[src/rtl/crc_table_sequencer.sv]
// Table-driven reflected CRC-32 engine: one table read per input byte on a
// read-only memory port, folded into the running CRC, result pulsed in DONE.
module crc_table_sequencer #(
  parameter int               ADDR_W     = 12,
  parameter logic [ADDR_W-1:0] TABLE_BASE = '0,
  parameter logic [31:0]      INIT_VALUE = 32'hFFFF_FFFF,
  parameter logic [31:0]      XOR_OUT    = 32'hFFFF_FFFF
) (
  input  logic              clk,
  input  logic              reset,
  input  logic              start,
  output logic              busy,
  input  logic [7:0]        in_data,
  input  logic              in_valid,
  input  logic              in_last,
  output logic              in_ready,
  output logic [ADDR_W-1:0] mem_address,
  output logic              mem_chipselect,
  input  logic [31:0]       mem_readdata,
  output logic [31:0]       crc_out,
  output logic              crc_valid
);

  typedef enum logic [2:0] {
    S_IDLE,
    S_ACCEPT,
    S_LOOKUP,
    S_UPDATE,
    S_DONE
  } state_t;

  state_t            r_state;
  logic [31:0]       r_crc;
  logic [7:0]        r_idx;
  logic              r_last;
  logic              r_busy;
  logic              r_in_ready;
  logic              r_mem_cs;
  logic [31:0]       r_crc_out;
  logic              r_crc_valid;

  logic [7:0]        w_idx_next;
  logic [31:0]       w_crc_fold;
  logic [ADDR_W-1:0] w_lookup_addr;

  assign w_idx_next    = r_crc[7:0] ^ in_data;
  assign w_crc_fold    = mem_readdata ^ {8'h00, r_crc[31:8]};
  // Unsigned add in ADDR_W bits: a table placed near the top of memory wraps to 0.
  assign w_lookup_addr = TABLE_BASE + {{(ADDR_W-8){1'b0}}, r_idx};

  // Outputs are registered alongside the state so they are set for the state being entered.
  always_ff @(posedge clk or posedge reset) begin
    if (reset) begin
      r_state     <= S_IDLE;
      r_crc       <= '0;
      r_idx       <= '0;
      r_last      <= 1'b0;
      r_busy      <= 1'b0;
      r_in_ready  <= 1'b0;
      r_mem_cs    <= 1'b0;
      r_crc_out   <= '0;
      r_crc_valid <= 1'b0;
    end else begin
      // NOTE: non-blocking assignments here, so every branch reads the pre-edge r_crc.
      r_crc_valid <= 1'b0;
      case (r_state)
        S_IDLE: begin
          if (start) begin
            r_crc      <= INIT_VALUE;
            r_state    <= S_ACCEPT;
            r_busy     <= 1'b1;
            r_in_ready <= 1'b1;
          end
        end
        S_ACCEPT: begin
          if (in_valid) begin
            r_idx      <= w_idx_next;
            r_last     <= in_last;
            r_state    <= S_LOOKUP;
            r_in_ready <= 1'b0;
            r_mem_cs   <= 1'b1;
          end
        end
        S_LOOKUP: begin
          r_state  <= S_UPDATE;
          r_mem_cs <= 1'b0;
        end
        S_UPDATE: begin
          r_crc <= w_crc_fold;
          if (r_last) begin
            r_state     <= S_DONE;
            r_crc_out   <= w_crc_fold ^ XOR_OUT;
            r_crc_valid <= 1'b1;
          end else begin
            r_state    <= S_ACCEPT;
            r_in_ready <= 1'b1;
          end
        end
        S_DONE: begin
          r_state <= S_IDLE;
          r_busy  <= 1'b0;
        end
        default: begin
          r_state    <= S_IDLE;
          r_busy     <= 1'b0;
          r_in_ready <= 1'b0;
          r_mem_cs   <= 1'b0;
        end
      endcase
    end
  end

  assign busy           = r_busy;
  assign in_ready       = r_in_ready;
  assign mem_chipselect = r_mem_cs;
  assign mem_address    = r_mem_cs ? w_lookup_addr : TABLE_BASE;
  assign crc_out        = r_crc_out;
  assign crc_valid      = r_crc_valid;

endmodule

[config.mk]
export PLATFORM = sky130hd
export DESIGN_NAME = crc_table_sequencer
export DESIGN_NICKNAME = d
export VERILOG_FILES = /design/src/rtl/crc_table_sequencer.sv
export SDC_FILE = /design/constraint.sdc
export NUM_CORES = 1
export LEC_CHECK = 0
export ABC_AREA = 1
export CORE_MARGIN = 2
export CORE_UTILIZATION = 51
export CTS_CLUSTER_DIAMETER = 60
export DETAILED_ROUTE_END_ITERATION = 10
export HOLD_SLACK_MARGIN = 0.06
export PLACE_DENSITY = 0.84
export SYNTH_ARGS = -nofsm -noshare
export SYNTH_HDL_FRONTEND = slang
export SYNTH_SLANG_ARGS = --single-unit
[constraint.sdc]
create_clock -name clk -period 7.6 [get_ports clk]
set_input_delay 1.52 -clock clk [delete_from_list [all_inputs] [get_ports clk]]
set_output_delay 1.52 -clock clk [all_outputs]
set_load 0.05 [all_outputs]
# Yosys cells after proc, flatten, opt, wreduce, memory -nomap -nowiden
# Index checks and enable logic that the tools add are counted.
# W data, S select, Z words.
[totals] wordCells=50 reg_bits=80 input_bits=45
[classes] bitwise=6 n_eq_ne=7 n_mux=16 n_reduce_logical=12
[op_table] cell="$pmux W32 S2" count=1
[op_table] cell="$mux W32" count=1
[op_table] cell="$not A32 Y32" count=1
[op_table] cell="$xor A32 B24 Y32" count=1
[op_table] cell="$pmux W3 S4" count=1
[op_table] cell="$reduce_and A2 Y1" count=6
[op_table] cell="$mux W3" count=3
[op_table] cell="$mux W8" count=1
[op_table] cell="$xor A8 B8 Y8" count=1
[op_table] cell="$eq A3 B2 Y1 const B" count=2
[op_table] cell="$mux W1" count=6
[op_table] cell="$ne A2 B2 Y1 const B" count=3
[op_table] cell="$reduce_or A3 Y1" count=2
[op_table] cell="$pmux W1 S2" count=2
[op_table] cell="$pmux W1 S4" count=1
[op_table] cell="$reduce_and A4 Y1" count=1
[op_table] cell="$eq A3 B1 Y1 const B" count=1
[op_table] cell="$eq A3 B3 Y1 const B" count=1
[op_table] cell="$logic_not A3 Y1" count=1
[op_table] cell="$not A1 Y1" count=3
[op_table] cell="$reduce_bool A2 Y1" count=1
[op_table] cell="$reduce_or A2 Y1" count=1

# Longest topological paths before layout
[depth] depth_word=4 depth_mapped=8 depth_no_buf=8

# Worst setup path after synthesis
# OpenSTA, ideal clock, no wires.
[synth_path] path_kind="register to output" startpoint="register r_mem_cs, in the netlist mem_chipselect" endpoint="output mem_address[0]" slack_ps=4798 t_required_ps=6080 t_arrival_ps=1282 stages_incl_launch_ff=4 n_path_buf=1 path_cell_list="dfrtp_1 -> clkbuf_1 -> nand2_1 -> inv_1"
[synth_via] elab_chain_cells=1
[synth_lines] item="from (decl)" line="38" text="logic r_mem_cs;"
[synth_lines] item="from (signal assigned)" line="60" text="r_mem_cs <= 1'b0;"
[synth_lines] item="from (signal assigned)" line="81" text="r_mem_cs <= 1'b1;"
[synth_lines] item="from (signal assigned)" line="86" text="r_mem_cs <= 1'b0;"
[synth_lines] item="$mux W8" line="116" text="assign mem_address = r_mem_cs ? w_lookup_addr : TABLE_BASE;"
[synth_lines] item="to (decl)" line="17" text="output logic [ADDR_W-1:0] mem_address,"
# No other way between the ends.

# Final worst setup path
# Ends and elaborated chain as after synthesis.

==> impl_results.md <==
- Setup_tns: 0 ps
- Setup bufs post-CTS: 0
- Hold Fails Final Rpt: 0
- Final WL: 7330 um
- First-pass GRT wire length: 12500 um
- Max-slew violations: 0
- Cell Area, Synth: 3370 um2
- Final period util: 0.436
- CP Cell Sequence: nand2_1, inv_1, clkdlybuf4s50_1
- Setup slack, reg-to-reg: 5210 ps
- Hold WS: 474 ps
- Synth async-reset ratio: 1.00
- Hold_sp: in_ready$_DFFE_PP0P_
- Share of the synthesized area in the top cell type: 0.594
- Minimum clock period: 3310 ps
- RR Endpoint: crc_out[24]$_DFFE_PP0P_
- Starting Density: 0.528
- Outcome: finished clean
- Core Rows: 29
- Via count: 2563
- N_diodes: 0
- Hold path depth: 2
- Antenna-violating nets left: 0
- Synthesized instance count: 347
- Pwr/cell area: 475 nW/um2
- CP startpoint kind: register
- Setup WS pre-CTS: 4320 ps
- Die X: 85.3 um
- Area of the multi-input gates: 1200 um2
- Origin of the worst setup path: mem_chipselect$_DFFE_PP0P_
- Global route overflow: 0
- Clock sinks: 80
- Predominant post-synthesis flop cell: dfrtp_1
- Total power: 2110 uW
- CP max stage cell: clkdlybuf4s50_1
- EDFF count, synth: 0
- Static Leak: 0.00199 uW
- Post-route DRC: 0
- Root Buffer: clkbuf_8
- Delay of the slowest cell on the worst path: 790 ps
- DP HPWL: 4980 um
- Number of iterations in the first detailed-routing pass: 4
- Most frequent cell after synthesis: nand2_1
- CP Capture Type: output port
- Initial antenna violation count: 0
- Drt via density: 4.99
- Synth top cells by count: nand2_1 (109), dfrtp_1 (80), xnor2_1 (30)
- Core ar.: 6390 um2
- Worst R2R Path Depth: 6
- Mean Syn Cell Area: 9.71 um2
- Final net count: 477
- Biggest area consumer among synthesized cells: dfrtp_1
- Worst Clk Skew: 7.91 ps
- RSZ-0062 raised after global routing: no
- Worst-Margin Slew: 1140 ps
- Worst Hold Class: register to register
- CP Data Arrival Time: 1790 ps
- Syn-to-layout area delta: 31.9%
- Die H: 85.3 um
- Final setup margin: 4290 ps
- # hold bufs at CTS: 0
- Routed length per instance: 14.3 um
- GRT Overall Usage: 0.219
- Clock transition at path regs: 80 ps
- Peak supply drop: 253 uV
- First DRT Iteration DRCs: 202
- Max Fanout on Critical Path: 10
- Post-CTS sizing: 0
- Yosys reg bits: 80
- Final setup vio count: 0
- Worst skew pair latency: 350 ps
- Port Buf Inserts: 88
- Fmax: 302 MHz
- # IOs: 93
- Synth warn: 0
- FILL cells: 504
- CTS Buf Count: 9
- Longest Clk Path Bufs: 2
- Vias in the first global route: 2604
- FF-to-FF Start: r_state[2]$_DFFE_PP0P_
- Register Area: 2000 um2
- Max-cap violations: 0
- Rel. slew slack: 0.240
- Die footprint: 7270 um2
- Largest net degree at the start of global routing: 81
- Worst EP required: 6080 ps
- Critical path type: register to output port
- Clock tree from TritonCTS: built
- Share of cells above drive strength 1: 0.0755
- Top cells by area, synth: dfrtp_1 (59%), nand2_1 (12%), xnor2_1 (7.8%), a21oi_1 (3.4%), nor2_1 (2.8%)
- Netlist cell types: 22
- Post-synthesis sequential area ratio: 0.594
- GP Congestion: 0.760
- Htree depth: 3
- Hold EP: in_ready$_DFFE_PP0P_
placed cells by master, fill, tap and decap left out, types with 3 or more instances in the layout:
master           netlist  layout
a21oi_1               23      23
clkbuf_8               0       9
clkdlybuf4s50_1        0      88
clkinv_2               0       4
conb_1                 1       4
dfrtp_1               80      80
inv_1                 14      13
inv_2                  4       4
nand2_1              109     109
nand3_1                4       4
nor2_1                25      25
nor2_2                 3       3
o21ai_0                3       3
o21ai_1               11      11
o21ai_2                7       7
o22a_1                10      10
xnor2_1               30      30
through the flow:
stage | instances | cell area [um2] | utilization
finish | 514 | 4440 | 0.696
floorplan | 350 | 3380 | -
CTS | 514 | 4440 | 0.696
global placement | 498 | 4260 | 0.666
global route | 514 | 4440 | 0.696
detailed placement | 498 | 4260 | 0.666
cell type report:
class	count	share of cell area
flip-flops and latches	80	0.451
multi-input cells	234	0.270
clock buffers	10	0.0287
well taps	77	0.0217
clock inverters	6	0.0135
inverters	18	0.0155
repair buffers	89	0.200
flip-flops by register name, indices dropped and copies added (netlist names):
register,cells
busy,1
crc_out,32
crc_valid,1
in_ready,1
mem_chipselect,1
r_crc,32
r_idx,8
r_last,1
r_state,3
kinds of logic (layout without fill, tap and decap cells):
family                    count (synthesis)  after routing  share of synthesized area
xor gates and xnor gates                 32             32                     0.0832
and+or+nand+nor                         144            144                      0.169
AOI/OAI and AO/OA                        54             54                     0.0991
buffers and inverters                    36            123                     0.0531
other                                     1              4                    0.00111
DFF                                      80             80                      0.594
metal layers:
layer,track usage,wire (um),share of wire,vias up
met1,0.297,3190,0.43,1217
met3,0.0564,459,0.063,8
met5,0,0,0,-
li1,-,-,-,1256
met4,0.0880,93,0.013,0
met2,0.339,3590,0.49,82
worst max-delay path by stage:
stage / endpoint / slack [ps] / cells after the start
floorplan: busy$_DFFE_PP0P_ / 4030 / 1
global placement: r_crc[21]$_DFFE_PP0P_ / 4370 / 5
detailed placement: r_crc[6]$_DFFE_PP0P_ / 4320 / 5
CTS: mem_address[0] / 4260 / 3
global route: mem_address[4] / 4120 / 3
finish: mem_address[0] / 4290 / 3
power breakdown:
| group | total (uW) | internal (uW) | switching [uW] |
|---|---|---|---|
| clock | 302 | 150 | 152 |
| combinational | 1070 | 369 | 704 |
| sequential | 736 | 612 | 124 |
| total | 2110 | 1130 | 981 |
worst max-delay path: cells and delay by family, from the launching register on:
kind          cells  cell delay, ps
buf+inv           2             850
flops             1             520
simple gates      1              90
Power figures use the tool's default switching activity.
